$ cat src/rtl/hwag_pkg.sv
// Shared definitions for the hwag register-file bus: sizes and arbiter state encoding.
package hwag_pkg;

  localparam int HWAG_REG_COUNT = 64;
  localparam int HWAG_ADDR_W    = 8;
  localparam int HWAG_DATA_W    = 16;

  typedef enum logic [1:0] {
    IDLE   = 2'd0,
    ACCESS = 2'd1,
    RWAIT  = 2'd2,
    DONE   = 2'd3
  } arb_state_t;

endpackage

$ cat src/rtl/hwag_regbus_arb_if.sv
// Requester-side handshake and SSRAM-side bus of the hwag register-file arbiter.
// slave modport: the arbiter's view; master modport: requesters plus register file.
interface hwag_regbus_arb_if
  import hwag_pkg::*;
#(
  parameter int ADDR_W = HWAG_ADDR_W,
  parameter int DATA_W = HWAG_DATA_W
);

  logic [1:0]        req;
  logic [1:0]        we_in;
  logic [1:0]        lock;
  logic [ADDR_W-1:0] addr0;
  logic [ADDR_W-1:0] addr1;
  logic [DATA_W-1:0] wdata0;
  logic [DATA_W-1:0] wdata1;
  logic [1:0]        ack;
  logic              err;
  logic [DATA_W-1:0] rdata;
  logic              ssram_we;
  logic              ssram_re;
  logic [ADDR_W-1:0] ssram_addr;
  logic [DATA_W-1:0] ssram_wdata;
  logic [DATA_W-1:0] ssram_rdata;

  modport slave (
    input  req, we_in, lock, addr0, addr1, wdata0, wdata1, ssram_rdata,
    output ack, err, rdata, ssram_we, ssram_re, ssram_addr, ssram_wdata
  );

  modport master (
    output req, we_in, lock, addr0, addr1, wdata0, wdata1, ssram_rdata,
    input  ack, err, rdata, ssram_we, ssram_re, ssram_addr, ssram_wdata
  );

endinterface

$ cat src/rtl/hwag_arb_pick.sv
// Combinational winner selection between the host port (0) and the status engine (1).
// Build option: HWAG_ARB_FIXED_PRIO_EN makes port 0 win every tie and ignores the pointer.
module hwag_arb_pick (
  input  logic [1:0] req_i,
  input  logic       pointer_i,
  output logic       valid_o,
  output logic       winner_o
);

  assign valid_o = |req_i;

`ifdef HWAG_ARB_FIXED_PRIO_EN
  logic unused_ptr;
  assign unused_ptr = pointer_i;

  // Port 0 takes any tie; port 1 only wins when it requests alone.
  always_comb begin
    winner_o = 1'b0;
    if (!req_i[0] && req_i[1]) winner_o = 1'b1;
  end
`else
  // The pointer port wins if it requests, otherwise whoever requests.
  always_comb begin
    winner_o = pointer_i;
    if (!req_i[pointer_i]) winner_o = ~pointer_i;
  end
`endif

endmodule

$ cat src/rtl/hwag_regbus_arb.sv
// Two-port arbiter/sequencer for the hwag 64x16 register file (SSRAM port).
// Build option: HWAG_ARB_FIXED_PRIO_EN selects fixed priority (port 0) and drops
// the round-robin pointer and lock handling.
//
// state  | meaning
// IDLE   | sample req, latch winner's we/addr/wdata
// ACCESS | drive one SSRAM strobe, or flag an out-of-range address
// RWAIT  | capture SSRAM read data
// DONE   | ack the granted port, advance the pointer
module hwag_regbus_arb
  import hwag_pkg::*;
#(
  parameter int REG_COUNT = HWAG_REG_COUNT,
  parameter int ADDR_W    = HWAG_ADDR_W,
  parameter int DATA_W    = HWAG_DATA_W
) (
  input  logic             clk,
  input  logic             rst,
  hwag_regbus_arb_if.slave bus
);

  localparam logic [ADDR_W:0] REG_LIMIT = REG_COUNT[ADDR_W:0];

  arb_state_t        state_q, state_d;
  logic              grant_q, grant_d;
  logic              we_q, we_d;
  logic [ADDR_W-1:0] addr_q, addr_d;
  logic [DATA_W-1:0] wdata_q, wdata_d;
  logic              err_q, err_d;
  logic [DATA_W-1:0] rdata_q, rdata_d;

  logic pick_valid, pick_winner, pick_ptr;
  logic in_range;

  assign in_range = ({1'b0, addr_q} < REG_LIMIT);

  hwag_arb_pick u_pick (
    .req_i     (bus.req),
    .pointer_i (pick_ptr),
    .valid_o   (pick_valid),
    .winner_o  (pick_winner)
  );

`ifdef HWAG_ARB_FIXED_PRIO_EN
  logic unused_lock;
  assign unused_lock = ^bus.lock;
  assign pick_ptr    = 1'b0;
`else
  logic ptr_q, ptr_d;

  // Pointer register: names the port preferred on the next tie.
  always_ff @(posedge clk or negedge rst) begin
    if (!rst) ptr_q <= 1'b0;
    else      ptr_q <= ptr_d;
  end

  // On completion hand preference to the other port unless the winner holds lock.
  always_comb begin
    ptr_d = ptr_q;
    if (state_q == DONE) ptr_d = bus.lock[grant_q] ? grant_q : ~grant_q;
  end

  assign pick_ptr = ptr_q;
`endif

  // State and transaction latches.
  always_ff @(posedge clk or negedge rst) begin
    if (!rst) begin
      state_q <= IDLE;
      grant_q <= 1'b0;
      we_q    <= 1'b0;
      addr_q  <= '0;
      wdata_q <= '0;
      err_q   <= 1'b0;
      rdata_q <= '0;
    end else begin
      state_q <= state_d;
      grant_q <= grant_d;
      we_q    <= we_d;
      addr_q  <= addr_d;
      wdata_q <= wdata_d;
      err_q   <= err_d;
      rdata_q <= rdata_d;
    end
  end

  // Next-state and latch updates; requester inputs are only looked at in IDLE.
  always_comb begin
    state_d = state_q;
    grant_d = grant_q;
    we_d    = we_q;
    addr_d  = addr_q;
    wdata_d = wdata_q;
    err_d   = err_q;
    rdata_d = rdata_q;
    case (state_q)
      IDLE: begin
        if (pick_valid) begin
          grant_d = pick_winner;
          we_d    = bus.we_in[pick_winner];
          addr_d  = pick_winner ? bus.addr1 : bus.addr0;
          wdata_d = pick_winner ? bus.wdata1 : bus.wdata0;
          err_d   = 1'b0;
          state_d = ACCESS;
        end
      end
      ACCESS: begin
        if (!in_range) begin
          err_d   = 1'b1;
          rdata_d = '0;
          state_d = DONE;
        end else if (we_q) begin
          state_d = DONE;
        end else begin
          state_d = RWAIT;
        end
      end
      RWAIT: begin
        rdata_d = bus.ssram_rdata;
        state_d = DONE;
      end
      DONE: begin
        state_d = IDLE;
      end
      default: state_d = IDLE;
    endcase
  end

  // Strobes come straight off the state register so reset removes them at once.
  assign bus.ssram_we    = (state_q == ACCESS) && we_q && in_range;
  assign bus.ssram_re    = (state_q == ACCESS) && !we_q && in_range;
  assign bus.ssram_addr  = addr_q;
  assign bus.ssram_wdata = wdata_q;
  assign bus.ack         = (state_q == DONE) ? (grant_q ? 2'b10 : 2'b01) : 2'b00;
  assign bus.err         = (state_q == DONE) && err_q;
  assign bus.rdata       = rdata_q;

endmodule

$ cat src/flat_wrapper.sv
// flat-port wrapper written by rule: the top's interface ports become plain ports
module hwag_regbus_arb_flat import hwag_pkg::*;
#(
  parameter int REG_COUNT = HWAG_REG_COUNT,
  parameter int ADDR_W    = HWAG_ADDR_W,
  parameter int DATA_W    = HWAG_DATA_W
)
  (clk, rst, bus_req, bus_we_in, bus_lock, bus_addr0, bus_addr1, bus_wdata0, bus_wdata1, bus_ssram_rdata, bus_ack, bus_err, bus_rdata, bus_ssram_we, bus_ssram_re, bus_ssram_addr, bus_ssram_wdata);
  hwag_regbus_arb_if #(.ADDR_W(ADDR_W), .DATA_W(DATA_W)) bus_i ();
  input  logic clk;
  input  logic rst;
  input wire logic [$bits(bus_i.req)-1:0] bus_req;
  input wire logic [$bits(bus_i.we_in)-1:0] bus_we_in;
  input wire logic [$bits(bus_i.lock)-1:0] bus_lock;
  input wire logic [$bits(bus_i.addr0)-1:0] bus_addr0;
  input wire logic [$bits(bus_i.addr1)-1:0] bus_addr1;
  input wire logic [$bits(bus_i.wdata0)-1:0] bus_wdata0;
  input wire logic [$bits(bus_i.wdata1)-1:0] bus_wdata1;
  input wire logic [$bits(bus_i.ssram_rdata)-1:0] bus_ssram_rdata;
  output wire logic [$bits(bus_i.ack)-1:0] bus_ack;
  output wire logic [$bits(bus_i.err)-1:0] bus_err;
  output wire logic [$bits(bus_i.rdata)-1:0] bus_rdata;
  output wire logic [$bits(bus_i.ssram_we)-1:0] bus_ssram_we;
  output wire logic [$bits(bus_i.ssram_re)-1:0] bus_ssram_re;
  output wire logic [$bits(bus_i.ssram_addr)-1:0] bus_ssram_addr;
  output wire logic [$bits(bus_i.ssram_wdata)-1:0] bus_ssram_wdata;
  assign bus_i.req = bus_req;
  assign bus_i.we_in = bus_we_in;
  assign bus_i.lock = bus_lock;
  assign bus_i.addr0 = bus_addr0;
  assign bus_i.addr1 = bus_addr1;
  assign bus_i.wdata0 = bus_wdata0;
  assign bus_i.wdata1 = bus_wdata1;
  assign bus_i.ssram_rdata = bus_ssram_rdata;
  assign bus_ack = bus_i.ack;
  assign bus_err = bus_i.err;
  assign bus_rdata = bus_i.rdata;
  assign bus_ssram_we = bus_i.ssram_we;
  assign bus_ssram_re = bus_i.ssram_re;
  assign bus_ssram_addr = bus_i.ssram_addr;
  assign bus_ssram_wdata = bus_i.ssram_wdata;
  hwag_regbus_arb #(.REG_COUNT(REG_COUNT), .ADDR_W(ADDR_W), .DATA_W(DATA_W)) u_core (.clk(clk), .rst(rst), .bus(bus_i));
endmodule
$ cat config.mk
export PLATFORM = sky130hd
export DESIGN_NAME = hwag_regbus_arb_flat
export DESIGN_NICKNAME = d
export VERILOG_FILES = /design/src/rtl/hwag_pkg.sv /design/src/rtl/hwag_regbus_arb_if.sv /design/src/rtl/hwag_arb_pick.sv /design/src/rtl/hwag_regbus_arb.sv /design/src/flat_wrapper.sv
export SDC_FILE = /design/constraint.sdc
export NUM_CORES = 1
export LEC_CHECK = 0
export CAP_MARGIN = 20
export CORE_MARGIN = 2
export CORE_UTILIZATION = 40
export CTS_BUF_LIST = sky130_fd_sc_hd__clkbuf_4 sky130_fd_sc_hd__clkbuf_8
export CTS_CLUSTER_SIZE = 12
export DETAILED_ROUTE_END_ITERATION = 10
export MAX_ROUTING_LAYER = met4
export PLACE_DENSITY = 0.82
export SLEW_MARGIN = 25
export SYNTH_ARGS = -nofsm -noshare
export SYNTH_HDL_FRONTEND = slang
export SYNTH_SLANG_ARGS = --single-unit
$ cat constraint.sdc
create_clock -name clk -period 2.4 [get_ports clk]
set_input_delay 0.48 -clock clk [delete_from_list [all_inputs] [get_ports clk]]
set_output_delay 0.48 -clock clk [all_outputs]
set_load 0.05 [all_outputs]
### Word-level counts from Yosys, hierarchy flattened

Cells that the tools add are included.
Widths: inputs -> output; s select.

* flip-flop bits (word level): 46
* bits of input ports: 72
* output and inout port bits: 45
* logic and storage cells: 53

* $lt $le $gt $ge: 4
* equality and inequality tests: 5
* muxes and demuxes: 21
* bitwise gates (word level): 2
* reduce and logical (&&, ||, !) cells: 13

Operators by type and width (number)
* $mux 16: 2
* $pmux 16 s2: 1
* $mux 1: 11
* $lt 8x7->1 const B: 1
* $mux 2: 4
* $mux 8: 1
* $pmux 2 s4: 1
* $lt 1x2->1 const B: 3
* $logic_and 1x1->1: 5
* $eq 2x2->1 const B: 2
* $reduce_and 2->1: 2
* $reduce_bool 2->1: 2
* $reduce_and 3->1: 1
* $eq 2x1->1 const B: 1
* $logic_not 2->1: 1
* $ne 2x1->1 const B: 1
* $ne 2x2->1 const B: 1
* $not 1->1: 2
* $pmux 1 s2: 1
* $reduce_or 2->1: 1
* $logic_not 1->1: 1

### Logic depth before layout (Yosys ltp)

Gate-level depths: netlist of run 1.

* depth after elaboration: 5
* depth in mapped cells: 7
* gate-level depth less buffers: 5

### Modules after synthesis

Synthesis of run 1 repeated with hierarchy kept, for this count alone.

* cell total of the unflattened synthesis: 185
* area total of the unflattened synthesis: 2072.0 µm²

Modules (own cells, without submodules)
* hwag_regbus_arb: instances 1, cells an instance 182, area an instance 2052.0 µm², sequential area each 1151.1 µm²
* hwag_arb_pick: instances 1, cells an instance 3, area an instance 20.0 µm², sequential area each 0.0 µm²

### Worst setup path after synthesis of run 1

OpenSTA, ideal clock, no wires.

* path type: register to output
* start: register u_core.state_q[1]
* end: output port bus_ssram_re
* data arrival time: 1746 ps
* data required time: 1920 ps
* path slack: 174 ps
* cell stages (with the launch flop): 5
* path buffers: 0
* cell sequence: dfrtp_1 > inv_1 > ha_1 > or3b_4 > nor2_1

* cells in the longest elaborated chain, start to end: 3

Ends and longest elaborated chain
* start: declaration: line hwag_regbus_arb.sv:24 `arb_state_t state_q, state_d;`
* start signal: assignment: line hwag_regbus_arb.sv:77 `state_q <= state_d;`
* $eq 2x1->1: line hwag_regbus_arb.sv:131 `assign bus.ssram_re = (state_q == ACCESS) && !we_q && in_range;`
* $logic_and 1x1->1 (2 in a row): line hwag_regbus_arb.sv:131
* end: declaration: line flat_wrapper.sv:24 `output wire logic [$bits(bus_i.ssram_re)-1:0] bus_ssram_re;`

Every way passes these cells.

### Worst setup path in the final report of run 1

Ends and elaborated chain as after synthesis.

==> reports/qor.yml, run 1 <==
final_routed_wire_length_divided_by_cell_count_um: 15.3
dp_hpwl_um: 4760
via_count: 2128
drt_pass1_iterations: 4
crit_path_top_delay_cell: "sky130_fd_sc_hd__dfrtp_1"
grt_first_pass_wirelength_um: 10200
placement.cell_area_um2: 3400
ir_worst_vdd_mv: 0.736
area.growth.synth_to_final_pct: 65.0
crit_path_cell_count: 5
grt_overflow: 0
diodes: 0
grt.total_usage_pct: 22.2
rsz0062_at_grt: "true"
die_h_um: 77.3
yosys.cell_types.count: 27
cp_data_arrival_time_ps: 1840
synth-seq-area-share_pct: 53.6
first_iter_violations: 116
start_util_pct: 41.8
insertion_delay_of_the_later_clocked_pin_in_the_worst_skew_pair_ps: 300
die_area_um2: 5970
first_global_vias: 2140
post_synth_instance_area_um2: 2150
hold_ws_ps: 132
maxCapViolCount: 0
gpl_wtd_cong: 0.757
status: "finished, final reports clean"
hold_class: "primary input to asynchronous set/reset pin"
max_fclk_mhz: 430
htreeDepth: 2
place.port_buffers: 116
worst-path-max-fanout: 5
number_of_antenna_violations_at_the_first_check_in_global_routing: 0
postSynthRegisterBits: 46
kind_of_cell_adding_the_most_delay_to_the_critical_path: "simple AND/OR/NAND/NOR gates"
vias_per_cell: 5.23
hold_violations: 0
tritoncts: "done"
cts.sinks: 46
final_net_count: 412
critical_path.max_stage_delay_ps: 430
worst-slew-pin-transition_ps: 702
drc_errors: 0
timing.critical_path.from_type: "flip-flop"
critical_path.n_buffers_inverters: 2
p_leak_nw: 1.49
final_max_slew_viol_count: 0
fin_crit_sh_pct: 96.8
max_slew_margin_pct: 53.2
clock-skew-final_ps: 7.38
setup_viol: 0
critPathKind: "flip-flop to output pin"
cp_data_required_time_ps: 1920
final_area_um2: 3540
timing.critical_path.cells: "inv_1, ha_2, or3b_4, nor2_1, buf_12"
cts.root.buffer_cell: "sky130_fd_sc_hd__clkbuf_8"
mapped_cells: 221
cts_made_buffers: 5
tmin_final_ps: 2320
ioPinCount: 117
holdBufCountCts: 0
synth_nets: 297
clkSlewWorstSetupHoldPaths_ps: 80
synth_area_per_cell_um2: 9.72
wirelength_um: 6220
synth-warning-count: 0
drive_gt1_share_pct: 10.7
cts_max_path_buffers: 2
dieWidth_um: 77.3
postRouteAntennaNets: 0
worst_setup_ep_type: "output pin"
total_power_per_unit_cell_area_nw_per_um2: 1500
placement_rows: 26
timing.reg2reg.worst_path_depth: 5
core-area_um2: 5140
setup-tns-final_ps: 0
maximum_number_of_pins_on_one_net_before_global_route_repair: 33
==> metrics by stage <==
stage | utilization [%] | cells | setup slack, ps | total power (W)
global route | 68.9 | 407 | -5.62 | 0.00565
finish | 68.9 | 407 | 75.7 | 0.00533
floorplan | - | 221 | 174 | 0.00358
CTS | 68.8 | 407 | 29.4 | 0.00537
detailed placement | 66.1 | 399 | 360 | 0.00467
global placement | 66.1 | 399 | 374 | 0.00458
==> synth_stat cells (all sizes together) <==
master	n	area share (%)
nand2	2	0.35
and2	3	0.99
a22o	16	6.9
inv	5	0.87
a32oi	1	0.41
nor2b	3	0.87
dfrtp	46	54
buf	4	1.7
clkbuf	15	2.7
nand3	26	6.1
nor2	31	5.4
or3b	1	0.52
a211o	1	0.41
o21a	1	0.35
a21oi	3	0.70
a31oi	25	7.3
ha	4	2.3
nand2b	2	0.58
mux2	1	0.52
o21ai	30	7.2
or3	1	0.29
==> final cells by class <==
class / instances / area, um^2
clock buffer: 6 / 82.6
inverter: 5 / 18.8
sequential: 46 / 1150
fill: 419 / 1600
timing repair buffer: 127 / 1260
clock inverter: 2 / 60.1
multi-input combinational: 151 / 887
tap: 70 / 87.6
==> path summary, 6_finish.rpt <==
kind / start / to / slack [ps]
min: rst / u_core.bus.ssram_addr[4] / 130
max in group asynchronous: rst / u_core.bus.ssram_addr[5] / 1570
min in group clk: u_core.bus.rdata[10] / u_core.bus.rdata[10] / 510
min reg2reg: u_core.bus.rdata[10] / u_core.bus.rdata[10] / 510
max reg2reg: u_core.state_q[1] / u_core.bus.rdata[9] / 600
max: u_core.state_q[1] / bus_ssram_re / 80
==> state kept, by name (all words and copies together) (netlist names) <==
name	flops
u_core.bus.rdata	16
u_core.bus.ssram_addr	8
u_core.bus.ssram_wdata	16
u_core.err_q	1
u_core.grant_q	1
u_core.pick_ptr	1
u_core.state_q	2
u_core.we_q	1
==> metal layers <==
layer	vias to the layer above	wire length [um]	GRT usage [%]
met5	-	0	-
met4	0	53	5.36
met3	5	436	4.47
met2	103	2950	35.7
met1	993	2780	29.2
li1	1027	-	-
==> report_power, final <==
| group | total (W) | leakage, nW | switching [W] | internal [W] |
|---|---|---|---|---|
| logic | 0.00324 | 0.871 | 0.00206 | 0.00118 |
| clock network | 0.000696 | 0.0714 | 0.000252 | 0.000444 |
| registers | 0.00139 | 0.543 | 0.000238 | 0.00115 |
| total | 0.00533 | 1.49 | 0.00255 | 0.00278 |
==> cell families after synthesis <==
logic type,after synthesis,synth area share (%)
AOI/OAI and AO/OA,77,23.2
and+or+nand+nor,69,15.1
buffers and inverters,24,5.24
DFF,46,53.6
muxes,1,0.524
adders and majority gates,4,2.33
==> repair_timing <==
item,in CTS,in global routing
buffers inserted,0,0
resized for setup,0,2
setup endpoints to repair,0,3
==> placed cells by master (no fill, tap or decap) <==
master and instances:
sky130_fd_sc_hd__o21ai_0 29, sky130_fd_sc_hd__a21oi_1 3, sky130_fd_sc_hd__mux2_2 1, sky130_fd_sc_hd__dfrtp_1 46, sky130_fd_sc_hd__nor2_1 31, sky130_fd_sc_hd__bufinv_16 2, sky130_fd_sc_hd__and2_4 1, sky130_fd_sc_hd__buf_4 13
sky130_fd_sc_hd__a211o_1 1, sky130_fd_sc_hd__buf_12 2, sky130_fd_sc_hd__inv_1 5, sky130_fd_sc_hd__nand2b_1 2, sky130_fd_sc_hd__a32oi_1 1, sky130_fd_sc_hd__clkdlybuf4s50_1 110, sky130_fd_sc_hd__nor2b_1 3, sky130_fd_sc_hd__or3b_4 1
sky130_fd_sc_hd__nand3_1 26, sky130_fd_sc_hd__o21a_2 1, sky130_fd_sc_hd__ha_1 3, sky130_fd_sc_hd__and2_1 2, sky130_fd_sc_hd__buf_2 1, sky130_fd_sc_hd__a22o_1 10, sky130_fd_sc_hd__dlymetal6s2s_1 1, sky130_fd_sc_hd__or3_1 1
sky130_fd_sc_hd__a31oi_1 25, sky130_fd_sc_hd__clkbuf_8 6, sky130_fd_sc_hd__a22o_2 6, sky130_fd_sc_hd__ha_2 1, sky130_fd_sc_hd__o21ai_2 1, sky130_fd_sc_hd__nand2_1 2
Note: power is estimated with default switching activity, not from simulation.
==> run 2: changes to the inputs <==
- GPL_TIMING_DRIVEN: not set -> 0
- PLACE_DENSITY: 0.82 -> 0.84
==> run 2 against run 1 <==
Combinational power up 2%. Non-clock buffer count rose by 9. Power decreased by 1.6%. Global-route usage up 1.4 points. Fmax rose by 1.8%. Routed wire length up 5.9%. Sequential power about the same. First-iteration DRC count is 11% higher. Sequential share of layout area is 0.28 points higher. Count of clock-buffer cells in the layout is 1 lower. Critical endpoint unchanged. Largest cell class unchanged. Highest routed layer unchanged.
==> reports/qor.yml, run 2 (synthesis results as in run 1) <==
kind_of_cell_adding_the_most_delay_to_the_critical_path: "simple AND/OR/NAND/NOR gates"
drc_errors: 0
cp_data_required_time_ps: 1920
post-route-util_pct: 68.4
setup-tns-final_ps: 0
area.growth.synth_to_final_pct: 63.6
dp_hpwl_um: 4990
critical_path.max_stage_delay_ps: 440
tritoncts: "done"
placement.cell_area_um2: 3410
first_iter_violations: 129
layout.cells.most_common_list: "sky130_fd_sc_hd__clkdlybuf4s50_1 (110), sky130_fd_sc_hd__dfrtp_1 (46), sky130_fd_sc_hd__nor2_1 (31), sky130_fd_sc_hd__o21ai_0 (29), sky130_fd_sc_hd__nand3_1 (26)"
cts.root.buffer_cell: "sky130_fd_sc_hd__clkbuf_8"
gpl_wtd_cong: 0.750
final_area_um2: 3510
hold_class: "primary input to asynchronous set/reset pin"
drive_gt1_share_pct: 8.09
final_common_cell: "sky130_fd_sc_hd__clkdlybuf4s50_1"
max_fclk_mhz: 438
critical_path.n_buffers_inverters: 2
cts.repair_timing.setup_buffer_count: 0
die_area_um2: 5970
max_slew_margin_pct: 63.0
fin_crit_sh_pct: 95.2
cts.sinks: 46
place.port_buffers: 116
total_power_per_unit_cell_area_nw_per_um2: 1490
diodes: 0
regToRegStartpoint: "u_core.state_q[0]"
maximum_number_of_pins_on_one_net_before_global_route_repair: 30
worst_setup_ep_type: "output pin"
ioPinCount: 117
final_routed_wire_length_divided_by_cell_count_um: 15.8
placement_rows: 26
drt_pass1_iterations: 4
critPathKind: "flip-flop to output pin"
number_of_antenna_violations_at_the_first_check_in_global_routing: 0
die_h_um: 77.3
grt_first_pass_wirelength_um: 10900
dpl.cell_count: 408
maxCapViolCount: 0
hold_violations: 0
via_count: 2183
core-area_um2: 5140
clock-skew-final_ps: 5.30
holdBufCountCts: 0
start_util_pct: 41.8
cts_made_buffers: 5
setup_viol: 0
grt.total_usage_pct: 23.7
worst-slew-pin-transition_ps: 553
final_net_count: 421
worst-r2r-setup-slack_ps: 390
final_max_slew_viol_count: 0
status: "finished, final reports clean"
timing.critical_path.cells: "inv_1, ha_2, or3b_4, nor2_1, clkbuf_4"
vias_per_cell: 5.25
insertion_delay_of_the_later_clocked_pin_in_the_worst_skew_pair_ps: 290
timing.critical_path.from_type: "flip-flop"
htreeDepth: 2
crit_path_top_delay_cell: "sky130_fd_sc_hd__dfrtp_1"
dieWidth_um: 77.3
ir_worst_vdd_mv: 0.786
critical_path.reg2reg.endpoint: "u_core.bus.ssram_wdata[3]"
timing.reg2reg.worst_path_depth: 7
worst-path-max-fanout: 5
grt_overflow: 0
first_global_vias: 2176
post_layout_nonfiller_instances: 416
rsz0062_at_grt: "false"
p_leak_nw: 1.45
hold_ws_ps: 113
cts_max_path_buffers: 2
cp_data_arrival_time_ps: 1800
tmin_final_ps: 2280
postRouteAntennaNets: 0
wirelength_um: 6580
clkSlewWorstSetupHoldPaths_ps: 90
==> run 2: cell type report <==
type                            count  area, um^2
Sequential cell                    46        1150
Clock buffer                        5        68.8
Fill cell                         429        1630
Timing Repair Buffer              117        1170
Tap cell                           70        87.6
Buffer                             19        93.8
Inverter                            5        18.8
Multi-Input combinational cell    151         886
Clock inverter                      3        40.0
==> run 2: worst max-delay path by stage <==
stage | from | end | cells after the start
global route | u_core.state_q[1] | bus_ssram_re | 5
detailed placement | u_core.state_q[1] | bus_ssram_we | 5
floorplan | u_core.state_q[1] | bus_ssram_re | 4
finish | u_core.state_q[1] | bus_ssram_re | 5
CTS | u_core.state_q[1] | bus_ssram_we | 5
global placement | rst | u_core.bus.ssram_wdata[7] | 1
==> run 2: what timing repair did <==
action                                  in CTS  in global routing
resized for setup                           13                  3
endpoints found under the setup margin       5                  2
gates cloned                                 0                  0
hold endpoints to repair                     0                  0
==> run 2: metal layers <==
layer / track usage, % / up-vias / share of wire [%]
met1: 30.8 / 1021 / 46
li1: - / 1048 / -
met5: - / - / 0
met4: 4.82 / 0 / 0.82
met3: 6.00 / 7 / 7.5
met2: 37.9 / 107 / 46
==> run 2: stage by stage <==
stage | worst slack (ps) | power (W)
floorplan | 174 | 0.00358
CTS | 55.9 | 0.00528
detailed placement | -167 | 0.00471
global placement | -369 | 0.00463
global route | 1.22 | 0.00553
finish | 116 | 0.00524
==> run 2: where the power goes <==
part,switching [W],total (W),internal (W)
combinational,0.00210,0.00329,0.00119
sequential,0.000239,0.00139,0.00115
clock,0.000259,0.000565,0.000307
total,0.00260,0.00524,0.00265
==> run 3: changes to the inputs <==
- CTS_CLUSTER_DIAMETER: not set -> 30
- SLEW_MARGIN: 25 -> 30
==> run 3 against run 2 <==
Via count increased by 0.46%. Combinational power about the same. Sequential share of layout area increased by 0.29 points. Worst setup slack improved by 11 ps. Critical path depth unchanged. Critical path type unchanged. Critical endpoint unchanged. Largest cell class unchanged. Highest routed layer unchanged.
==> reports/qor.yml, run 3 (synthesis results as in run 1) <==
status: "finished, final reports clean"
die_area_um2: 5970
final_routed_wire_length_divided_by_cell_count_um: 15.8
die_h_um: 77.3
first_iter_violations: 146
setup-tns-final_ps: 0
cp_data_arrival_time_ps: 1790
post-route-util_pct: 67.7
final_common_cell: "sky130_fd_sc_hd__clkdlybuf4s50_1"
cts.repair_timing.setup_buffer_count: 0
clkSlewWorstSetupHoldPaths_ps: 90
critical_path.reg2reg.endpoint: "u_core.bus.ssram_addr[2]"
grt_overflow: 0
pre_cts_ws_ps: -193
drive_gt1_share_pct: 7.83
vias_per_cell: 5.28
number_of_antenna_violations_at_the_first_check_in_global_routing: 0
max_slew_margin_pct: 61.7
grt.total_usage_pct: 22.7
first_global_vias: 2135
ir_worst_vdd_mv: 0.838
postRouteAntennaNets: 0
setup_viol: 0
worst-path-max-fanout: 5
cts.root.buffer_cell: "sky130_fd_sc_hd__clkbuf_8"
final_net_count: 420
clock-skew-final_ps: 7.20
timing.critical_path.from_type: "flip-flop"
maximum_number_of_pins_on_one_net_before_global_route_repair: 47
cts_made_buffers: 5
gpl_wtd_cong: 0.750
drt_pass1_iterations: 4
cts.sinks: 46
wirelength_um: 6560
tritoncts: "done"
placement_rows: 26
worst_setup_ep_type: "output pin"
critPathKind: "flip-flop to output pin"
fin_crit_sh_pct: 94.7
final_max_slew_viol_count: 0
drc_errors: 0
timing.reg2reg.worst_path_depth: 7
core-area_um2: 5140
grt_first_pass_wirelength_um: 10500
worst-r2r-setup-slack_ps: 350
start_util_pct: 41.8
ioPinCount: 117
dp_hpwl_um: 4930
via_count: 2193
hold_violations: 0
hold_class: "primary input to asynchronous set/reset pin"
layout.cells.most_common_list: "sky130_fd_sc_hd__clkdlybuf4s50_1 (110), sky130_fd_sc_hd__dfrtp_1 (46), sky130_fd_sc_hd__nor2_1 (31), sky130_fd_sc_hd__o21ai_0 (29), sky130_fd_sc_hd__nand3_1 (26)"
place.port_buffers: 116
p_leak_nw: 1.43
diodes: 0
holdBufCountCts: 0
max_fclk_mhz: 440
dieWidth_um: 77.3
maxCapViolCount: 0
tmin_final_ps: 2270
total_power_per_unit_cell_area_nw_per_um2: 1480
worst-slew-pin-transition_ps: 574
area.growth.synth_to_final_pct: 62.2
insertion_delay_of_the_later_clocked_pin_in_the_worst_skew_pair_ps: 290
regToRegStartpoint: "u_core.state_q[0]"
smallest_setup_slack_after_layout_ps: 127
htreeDepth: 2
cp_data_required_time_ps: 1920
cts_max_path_buffers: 2
run 3: cell types whose count changed in the layout (fill, tap and decap cells not counted), sizes merged:
cell / before / now
bufinv: 1 / 0
clkinv: 2 / 1
clkinvlp: 0 / 1
run 3: where the power goes:
part,switching [W],internal [W],total (W)
combinational,0.00210,0.00119,0.00328
sequential,0.000238,0.00115,0.00139
clock,0.000258,0.000232,0.000490
run 3: metrics by stage:
stage / hold WS, ps / cells / total power, W / cell area [um^2]
3_5_place_dp: 491 / 407 / 0.00471 / 3390
2_1_floorplan: 184 / 221 / 0.00358 / 2150
3_3_place_gp: 487 / 407 / 0.00463 / 3400
4_1_cts: 196 / 415 / 0.00519 / 3470
6_report: 182 / 415 / 0.00516 / 3480
5_1_grt: 228 / 415 / 0.00544 / 3480
run 3: how the worst max path moves through the flow:
stage	from	end	slack [ps]	depth (start not counted)
after floorplan	u_core.state_q[1]	bus_ssram_re	170	4
after global placement	rst	u_core.bus.ssram_wdata[7]	-370	1
after detailed placement	u_core.state_q[1]	bus_ssram_re	-190	5
after CTS	u_core.state_q[1]	bus_ssram_re	30	5
after global routing	u_core.state_q[1]	bus_ssram_re	-4	5
final	u_core.state_q[1]	bus_ssram_re	130	5
run 3: final cells by class:
type | instances | area (um^2)
Fill cell | 431 | 1660
Sequential cell | 46 | 1150
Timing Repair Buffer | 116 | 1150
Multi-Input combinational cell | 151 | 886
Buffer | 19 | 93.8
Tap cell | 70 | 87.6
Clock buffer | 6 | 82.6
Inverter | 5 | 18.8
Clock inverter | 2 | 12.5
run 3: timing repair:
action | in CTS | in global routing
setup endpoints to repair | 5 | 2
gates resized for setup | 13 | 4
hold endpoints to repair | 0 | 0
run 3: routing by layer:
metal  up-vias  part of all wire [%]  GRT usage, %
met4         0                  0.67          5.89
met2       110                    46          35.7
met5         -                     0             -
li1       1045                     -             -
met1      1034                    46          30.3
met3         4                   7.3          4.59
run 3: critical path, stage by stage, from the launching register on:
cell and delay [ps]:
sky130_fd_sc_hd__dfrtp_1 440, sky130_fd_sc_hd__inv_1 100, sky130_fd_sc_hd__ha_2 220, sky130_fd_sc_hd__or3b_4 410, sky130_fd_sc_hd__nor2_1 120, sky130_fd_sc_hd__buf_4 210
